==> src/rtl/fp_norm_round.sv <==
// Post-add normalise/round stage of the binary32 adder: shifts the raw sum one bit
// per clock until the hidden bit is set, rounds to nearest-even and packs the result.
module fp_norm_round #(
  parameter int          EXP_W       = 10,
  parameter logic [31:0] NAN_PATTERN = 32'h7FC00000
) (
  input  logic                    clk,
  input  logic                    reset,
  input  logic                    start,
  input  logic                    in_sign,
  input  logic signed [EXP_W-1:0] in_exp,
  input  logic [27:0]             in_mant,
  input  logic                    in_nan,
  input  logic                    in_inf,
  output logic [31:0]             result,
  output logic                    done,
  output logic                    busy,
  output logic                    overflow,
  output logic                    underflow,
  output logic                    inexact
);

  // Two guard bits of exponent headroom so a +1 carry or 26 left shifts cannot wrap.
  localparam int XW = EXP_W + 2;
  localparam logic signed [XW-1:0] EXP_ONE = XW'(1);
  localparam logic signed [XW-1:0] EXP_MAX = XW'(255);
  localparam logic signed [XW-1:0] EXP_MIN = XW'(0);

  localparam logic [2:0] IDLE  = 3'd0;
  localparam logic [2:0] CHECK = 3'd1;
  localparam logic [2:0] NORM  = 3'd2;
  localparam logic [2:0] ROUND = 3'd3;
  localparam logic [2:0] PACK  = 3'd4;

  logic [2:0]           r_state;
  logic                 r_busy;
  logic                 r_done;
  logic [31:0]          r_result;
  logic                 r_overflow;
  logic                 r_underflow;
  logic                 r_inexact;

  logic                 r_sign;
  logic signed [XW-1:0] r_exp;
  logic [27:0]          r_mant;
  logic                 r_nan;
  logic                 r_inf;
  logic [22:0]          r_frac;

  logic [24:0]          w_round;
  logic                 w_zero;
  logic                 w_special;

  function automatic logic [24:0] round_rne(input logic [27:0] m);
    logic inc;
    inc = m[2] & (m[1] | m[0] | m[3]);
    return {1'b0, m[26:3]} + {24'd0, inc};
  endfunction

  assign w_round   = round_rne(r_mant);
  assign w_zero    = (r_mant == 28'd0);
  assign w_special = r_nan | r_inf | w_zero;

  // Control: sequencing, handshake, flags and the packed result.
  always_ff @(posedge clk) begin
    if (reset) begin
      r_state     <= IDLE;
      r_busy      <= 1'b0;
      r_done      <= 1'b0;
      r_result    <= 32'd0;
      r_overflow  <= 1'b0;
      r_underflow <= 1'b0;
      r_inexact   <= 1'b0;
    end else begin
      r_done <= 1'b0;
      case (r_state)
        IDLE: begin
          if (start) begin
            r_busy      <= 1'b1;
            r_overflow  <= 1'b0;
            r_underflow <= 1'b0;
            r_inexact   <= 1'b0;
            r_state     <= CHECK;
          end
        end
        CHECK: begin
          if (w_special)           r_state <= PACK;
          else if (r_mant[27] || r_mant[26]) r_state <= ROUND;
          else                     r_state <= NORM;
        end
        NORM: begin
          if (r_mant[25]) r_state <= ROUND;
        end
        ROUND: begin
          r_inexact <= |r_mant[2:0];
          r_state   <= PACK;
        end
        PACK: begin
          if (r_nan) begin
            r_result <= NAN_PATTERN;
          end else if (r_inf) begin
            r_result <= {r_sign, 8'hFF, 23'd0};
          end else if (w_zero) begin
            r_result <= {r_sign, 31'd0};
          end else if (r_exp >= EXP_MAX) begin
            r_result   <= {r_sign, 8'hFF, 23'd0};
            r_overflow <= 1'b1;
            r_inexact  <= 1'b1;
          end else if (r_exp <= EXP_MIN) begin
            r_result    <= {r_sign, 31'd0};
            r_underflow <= 1'b1;
          end else begin
            r_result <= {r_sign, r_exp[7:0], r_frac};
          end
          r_done  <= 1'b1;
          r_busy  <= 1'b0;
          r_state <= IDLE;
        end
        default: r_state <= IDLE;
      endcase
    end
  end

  // Datapath: operand capture, normalising shifts and rounding.
  always_ff @(posedge clk) begin
    case (r_state)
      IDLE: begin
        if (start) begin
          r_sign <= in_sign;
          r_exp  <= XW'(in_exp);
          r_mant <= in_mant;
          r_nan  <= in_nan;
          r_inf  <= in_inf;
        end
      end
      CHECK: begin
        // Carry out of the add: fold the bit shifted out into sticky.
        if (!w_special && r_mant[27]) begin
          r_mant <= {1'b0, r_mant[27:2], r_mant[1] | r_mant[0]};
          r_exp  <= r_exp + EXP_ONE;
        end
      end
      NORM: begin
        r_mant <= r_mant << 1;
        r_exp  <= r_exp - EXP_ONE;
      end
      ROUND: begin
        if (w_round[24]) begin
          r_exp  <= r_exp + EXP_ONE;
          r_frac <= 23'd0;
        end else begin
          r_frac <= w_round[22:0];
        end
      end
      default: ;
    endcase
  end

  assign result    = r_result;
  assign done      = r_done;
  assign busy      = r_busy;
  assign overflow  = r_overflow;
  assign underflow = r_underflow;
  assign inexact   = r_inexact;

endmodule

==> config.mk <==
export PLATFORM = sky130hd
export DESIGN_NAME = fp_norm_round
export DESIGN_NICKNAME = d
export VERILOG_FILES = /design/src/rtl/fp_norm_round.sv
export SDC_FILE = /design/constraint.sdc
export NUM_CORES = 1
export LEC_CHECK = 0
export CORE_MARGIN = 2
export CORE_UTILIZATION = 58
export CTS_CLUSTER_SIZE = 28
export DETAILED_ROUTE_END_ITERATION = 10
export GPL_ROUTABILITY_DRIVEN = 0
export PLACE_DENSITY_LB_ADDON = 0.2
export SYNTH_ARGS = -nofsm -noshare
export SYNTH_HDL_FRONTEND = slang
export SYNTH_SLANG_ARGS = --single-unit
==> constraint.sdc <==
create_clock -name clk -period 8 [get_ports clk]
set_clock_uncertainty 0.2 [all_clocks]
set_input_delay 1.2 -clock clk [delete_from_list [all_inputs] [get_ports clk]]
set_output_delay 1.2 -clock clk [all_outputs]
set_load 0.005 [all_outputs]
==> results.tsv, run 1 <==
metric	value	unit
outcome	complete, no violations	
pwr-share-comb	16.7	%
wl_per_cell	19.0	um
required	7.80	ns
ant_nets	0	
route.detailed.drc	0	
instances_no_fill	682	
sw_frac_of_total	29.8	%
r2r_start	r_mant[0]	
ir_drop	0.0986	mV
p_leak	2.13	nW
pwr-share-clk	28.4	%
clock.fmax	0.264	GHz
cp_max_fo	13	
coreArea	8810	um2
grtUsageTotal	26.9	%
cp_data_arrival_time	3.59	ns
synth.area.top_cells	edfxtp_1 37%, dfxtp_1 15%, o22ai_1 6.5%	
holdCritStartpoint	result[31]	
reg2reg_to	r_exp[9]	
power_frac_seq	55.0	%
nets	616	
fin_area	6320	um2
die_area	9940	um2
power.internal	887	uW
reg2regPathDepth	9	
yosys.area.top_type	edfxtp_1	
synth_fp_nets	563	
cts_setup_buffers	0	
synthCells	516	
path_clk_slew	0.11	ns
min_path_type	reg -> reg	
max-cap-violations	0	
viasPerCell	6.57	
cts_tree	done	
routed-via-count	4480	
syn_avg_cell_area	10.3	um2
antenna_found_initial	0	
rows	34	
period_share	47.3	%
synth_top_area_share	37.3	%
portBuffers	80	
clock_sinks	106	
ys_ff_latch	106	
finalHoldViolations	0	
ios	81	
cts_resized	0	
cts_buffers	9	
rsz0062_at_grt	no	
die_h	99.7	um
syn_area	5310	um2
slew_violations	0	
fin_util	71.8	%
ys_types	49	
die_w	99.7	um
grt_start_max_net_pins	68	
setup_viol	0	
cts_buffer_depth	2	
firstDrtPassIters	6	
routed_wl	12.9	mm
ctsHoldBuffers	0	
fillCellCount	657	
yosysWarnings	0	
hold_depth	2	
grt_pass1_vias	4161	
criticalPathCategory	reg -> reg	
fin_crit	3.79	ns
r2r_slack	4.21	ns
whs_endpoint	result[31]	
place_area	6100	um2
tightest_slew	1.17	ns
endpoint_kind	flop	
synth_ff_type	edfxtp_1	
dpl.hpwl	8.80	mm
crit_path_start_kind	flop	
drt_iter0_drc	478	
hold_ws	0.254	ns
dp.cells	666	
insertion_delay	0.38	ns
maxSlewHeadroom	22.0	%
start_util	60.3	%
grt-ovfl-total	0	
ys_seq_area_share	52.4	%
grt_first_pass_wirelength	21.2	mm
area_growth	19.0	%
num_antenna_cells	0	
cts-root-buf	clkbuf_8	
tns	0	ns
powerDensity	200	nW/um2
async_flop_share	0	%
final_cell_mix	80 x clkdlybuf4s50_1, 66 x edfxtp_1, 55 x o22ai_1	
drive_gt1_share	7.49	%
p_sw	377	uW
cts_max_level	3	
final_common_cell	clkdlybuf4s50_1	
synth-edff-count	66	
-- power groups by stage --
stage               Combinational (mW)  Clock, mW  Sequential (mW)
floorplan                        0.154          0            0.674
detailed placement               0.206          0            0.704
finish                           0.211      0.358            0.695
global placement                 0.199          0            0.702
global route                     0.233      0.382            0.700
CTS                              0.208      0.364            0.691
-- flip-flops by register name (all words and copies together) (netlist names), 3 cells and up --
| register | cells |
|---|---|
| r_exp | 12 |
| r_frac | 23 |
| r_state | 3 |
| r_mant | 28 |
| result | 32 |
-- cells by family after synthesis --
family | count (synthesis) | synth area share (%)
AO/OA/AOI/OAI | 174 | 22.7
XOR/XNOR | 32 | 5.27
adder cells (fa/ha/maj) | 3 | 0.706
buffers and inverters | 54 | 4.31
flip-flops | 106 | 52.4
multiplexers | 5 | 0.989
AND/OR/NAND/NOR | 142 | 13.7
-- worst max path at each step --
stage / from / end / slack [ns] / cells past startpoint
after detailed placement: r_mant[3] / r_exp[8] / 4.18 / 9
after global routing: r_mant[3] / r_exp[10] / 3.71 / 9
after global placement: r_mant[0] / r_exp[8] / 4.29 / 9
after CTS: r_mant[3] / r_exp[10] / 4.16 / 9
final: r_mant[0] / r_exp[9] / 4.21 / 9
after floorplan: start / r_mant[0] / 4.75 / 3
-- cell type report --
| cell class | instances | area, um2 | share of cell area (%) |
|---|---|---|---|
| Multi-Input combinational cell | 356 | 2310 | 36.5 |
| Clock inverter | 7 | 95.1 | 1.50 |
| Clock buffer | 9 | 124 | 1.96 |
| Sequential cell | 106 | 2780 | 44.0 |
| Tap cell | 108 | 135 | 2.14 |
| Inverter | 11 | 41.3 | 0.653 |
| Timing Repair Buffer | 85 | 838 | 13.3 |
-- routing by layer --
layer  GRT usage, %  wire [um]
met1           40.1       5670
met2           39.6       5720
met3           5.97       1260
met4           8.01        286
met5              0          0
-- cell usage after synthesis (4+ instances only) --
library cell / count
dfxtp_1: 40
o22a_1: 23
or3_1: 4
nand4_1: 11
o221a_2: 8
a22o_1: 23
o21ai_0: 16
o22ai_1: 55
nor2b_1: 6
inv_1: 9
nor2_1: 40
nor4_1: 11
xor2_1: 16
nor3_1: 16
nand2_1: 24
a21oi_1: 33
edfxtp_1: 66
and3_1: 4
clkbuf_1: 32
nand3_1: 9
buf_1: 5
xnor2_1: 16
-- critical path, cell delays in order (launching register included) --
cell and delay [ns]:
edfxtp_1 0.43, nor3_1 0.09, nor2b_1 0.12, ha_1 0.19, ha_1 0.18, nand3_1 0.17
nor4_2 0.47, and4_1 0.52, nand2_1 0.11, a21oi_1 0.93
-- stage by stage --
step / total power [mW] / worst slack, ns
after detailed placement: 0.910 / 4.18
after CTS: 1.26 / 4.16
after global placement: 0.901 / 4.29
after global routing: 1.31 / 3.71
after floorplan: 0.828 / 4.75
final: 1.26 / 4.21
Note: power is estimated with default switching activity, not from simulation.
==> inputs of run 2 (changes only) <==
CORE_UTILIZATION = 54   (was 58)
clock period = 3.49 ns   (was 8 ns; I/O delays follow)
==> results.tsv, run 2 (synthesized netlist as in run 1, its figures left out) <==
metric	value	unit	change
cts_tree	done		
setup_viol	0		unchanged
num_antenna_cells	0		unchanged
firstDrtPassIters	5		-1
cts_resized	0		unchanged
instances_no_fill	712		+4.4%
ant_nets	0		unchanged
min_path_type	reg -> reg		
powerDensity	446	nW/um2	+120%
clock.fmax	0.331	GHz	+25%
coreArea	9680	um2	+10%
outcome	complete, no violations		
met1_usage	37.8	%	-2.3 points
path_clk_slew	0.11	ns	about the same
die_w	103	um	+3.5%
largest_reg_flops	32		unchanged
clock_sinks	106		unchanged
cts-root-buf	clkbuf_8		
required	3.38	ns	-4.42 ns
die_area	10700	um2	+7.1%
start_util	54.9	%	-5.5 points
cts_buffer_depth	2		unchanged
grt_busiest_layer	met1		
routed-via-count	4450		-0.67%
ctsHoldBuffers	0		unchanged
insertion_delay	0.39	ns	about the same
total_power	2.85	mW	+130%
period_share	86.5	%	+39 points
max-cap-violations	0		unchanged
antenna_found_initial	0		unchanged
grt_start_max_net_pins	67		-1.5%
tns	0	ns	unchanged
drt_iter0_drc	479		+0.21%
tightest_slew	1.00	ns	-0.167 ns
ir_drop	0.238	mV	+140%
routed_wl	12.9	mm	-0.37%
cts_setup_buffers	0		unchanged
rsz0062_at_grt	no		
cp_data_arrival_time	2.91	ns	-0.68 ns
layout_setup_ws	0.471	ns	-3.74 ns
slew_violations	0		unchanged
grt_pass1_vias	4063		-2.4%
route.detailed.drc	0		unchanged
finalHoldViolations	0		unchanged
rows	36		+5.9%
maxSlewHeadroom	33.1	%	+11 points
criticalPathCategory	reg -> reg		
fin_crit	3.02	ns	-0.769 ns
p_leak	2.15	nW	+0.81%
final_common_cell	clkdlybuf4s50_1		
viasPerCell	6.25		-4.9%
grt-ovfl-total	0		unchanged
portBuffers	80		unchanged
cts_max_level	3		unchanged
cp_max_fo	12		-1
dpl.hpwl	8.83	mm	+0.39%
ios	81		unchanged
met3_usage	5.58	%	-0.40 points
area_growth	20.1	%	
fin_util	65.9	%	-5.9 points
met2_usage	36.7	%	-2.9 points
r2r_slack	0.47	ns	-3.74 ns
dp.cells	696		+4.5%
grtUsageTotal	25.2	%	-1.8 points
wl_per_cell	18.1	um	-4.6%
nets	621		+0.81%
grt_first_pass_wirelength	20.7	mm	-2.2%
cp_common_cell	ha_1		
endpoint_kind	flop		
crit_path_top_delay_cell	nor4_2		
cts_buffers	9		unchanged
die_h	103	um	+3.5%
crit_path_start_kind	flop		
place_ws	0.523	ns	-3.65 ns
drive_gt1_share	8.12	%	+0.63 points
path_cells	nor3_1 > nor2b_1 > ha_1 > ha_1 > nand3_1 > nor4_2 > and4_1 > nand2_1 > a21oi_1 > buf_4		
cpPeakStageDelay	0.50	ns	-0.43 ns
final_cell_mix	80 x clkdlybuf4s50_1, 66 x edfxtp_1, 55 x o22ai_1		
## run 2: cell count changes in the layout (fill, tap and decap cells not counted)
cell	before	now
inv_6	2	3
nor2_1	38	39
inv_8	2	0
buf_4	5	10
bufinv_16	1	0
nor2_2	2	1
clkinv_8	1	3
## run 2: final timing paths
path / from / cells after the start / to
worst max-delay path: r_mant[0] / 10 / r_exp[9]
worst min-delay path: result[31] / 2 / result[31]
worst max register to register: r_mant[0] / 10 / r_exp[9]
worst min register to register: result[31] / 2 / result[31]
## run 2: report_power, final
group	switching [mW]	leakage [nW]	internal, mW
sequential	0.142	0.944	1.45
clock	0.477	0.103	0.286
combinational	0.259	1.10	0.229
total	0.878	2.15	1.97
## run 2: worst max-delay path: cells and delay by family (launching register included)
kind / cells / cell delay [ns]
simple gates: 6 / 1.27
fa+ha+maj: 2 / 0.39
flops: 1 / 0.43
compound gates: 1 / 0.18
buf+inv: 1 / 0.24
## run 2: stage by stage
step | instance area [um2] | hold slack [ns]
after floorplan | 5310 | 0.236
after global placement | 6170 | 0.238
after detailed placement | 6170 | 0.244
after CTS | 6380 | 0.262
after global routing | 6380 | 0.282
final | 6380 | 0.261
## run 2: area by class of cell
class,count,area [um2]
clock buffers,9,124
clock inverters,7,83.8
fillers,758,3300
inverters,11,41.3
multi-input cells,356,2300
flip-flops and latches,106,2780
well taps,133,166
repair buffers,90,876
## run 2: per-layer routing
layer,vias to the layer above,share of wire [%],wire length [um]
met5,-,0,0
met4,0,1.3,162
met3,18,9.0,1160
met2,221,45,5850
met1,2094,44,5720
li1,2117,-,-
==> inputs of run 3 (changes only) <==
CTS_CLUSTER_SIZE = 10   (was 28)
==> results of run 3 <==
No change in the layout: final DEF, timing and power equal those of run 2.
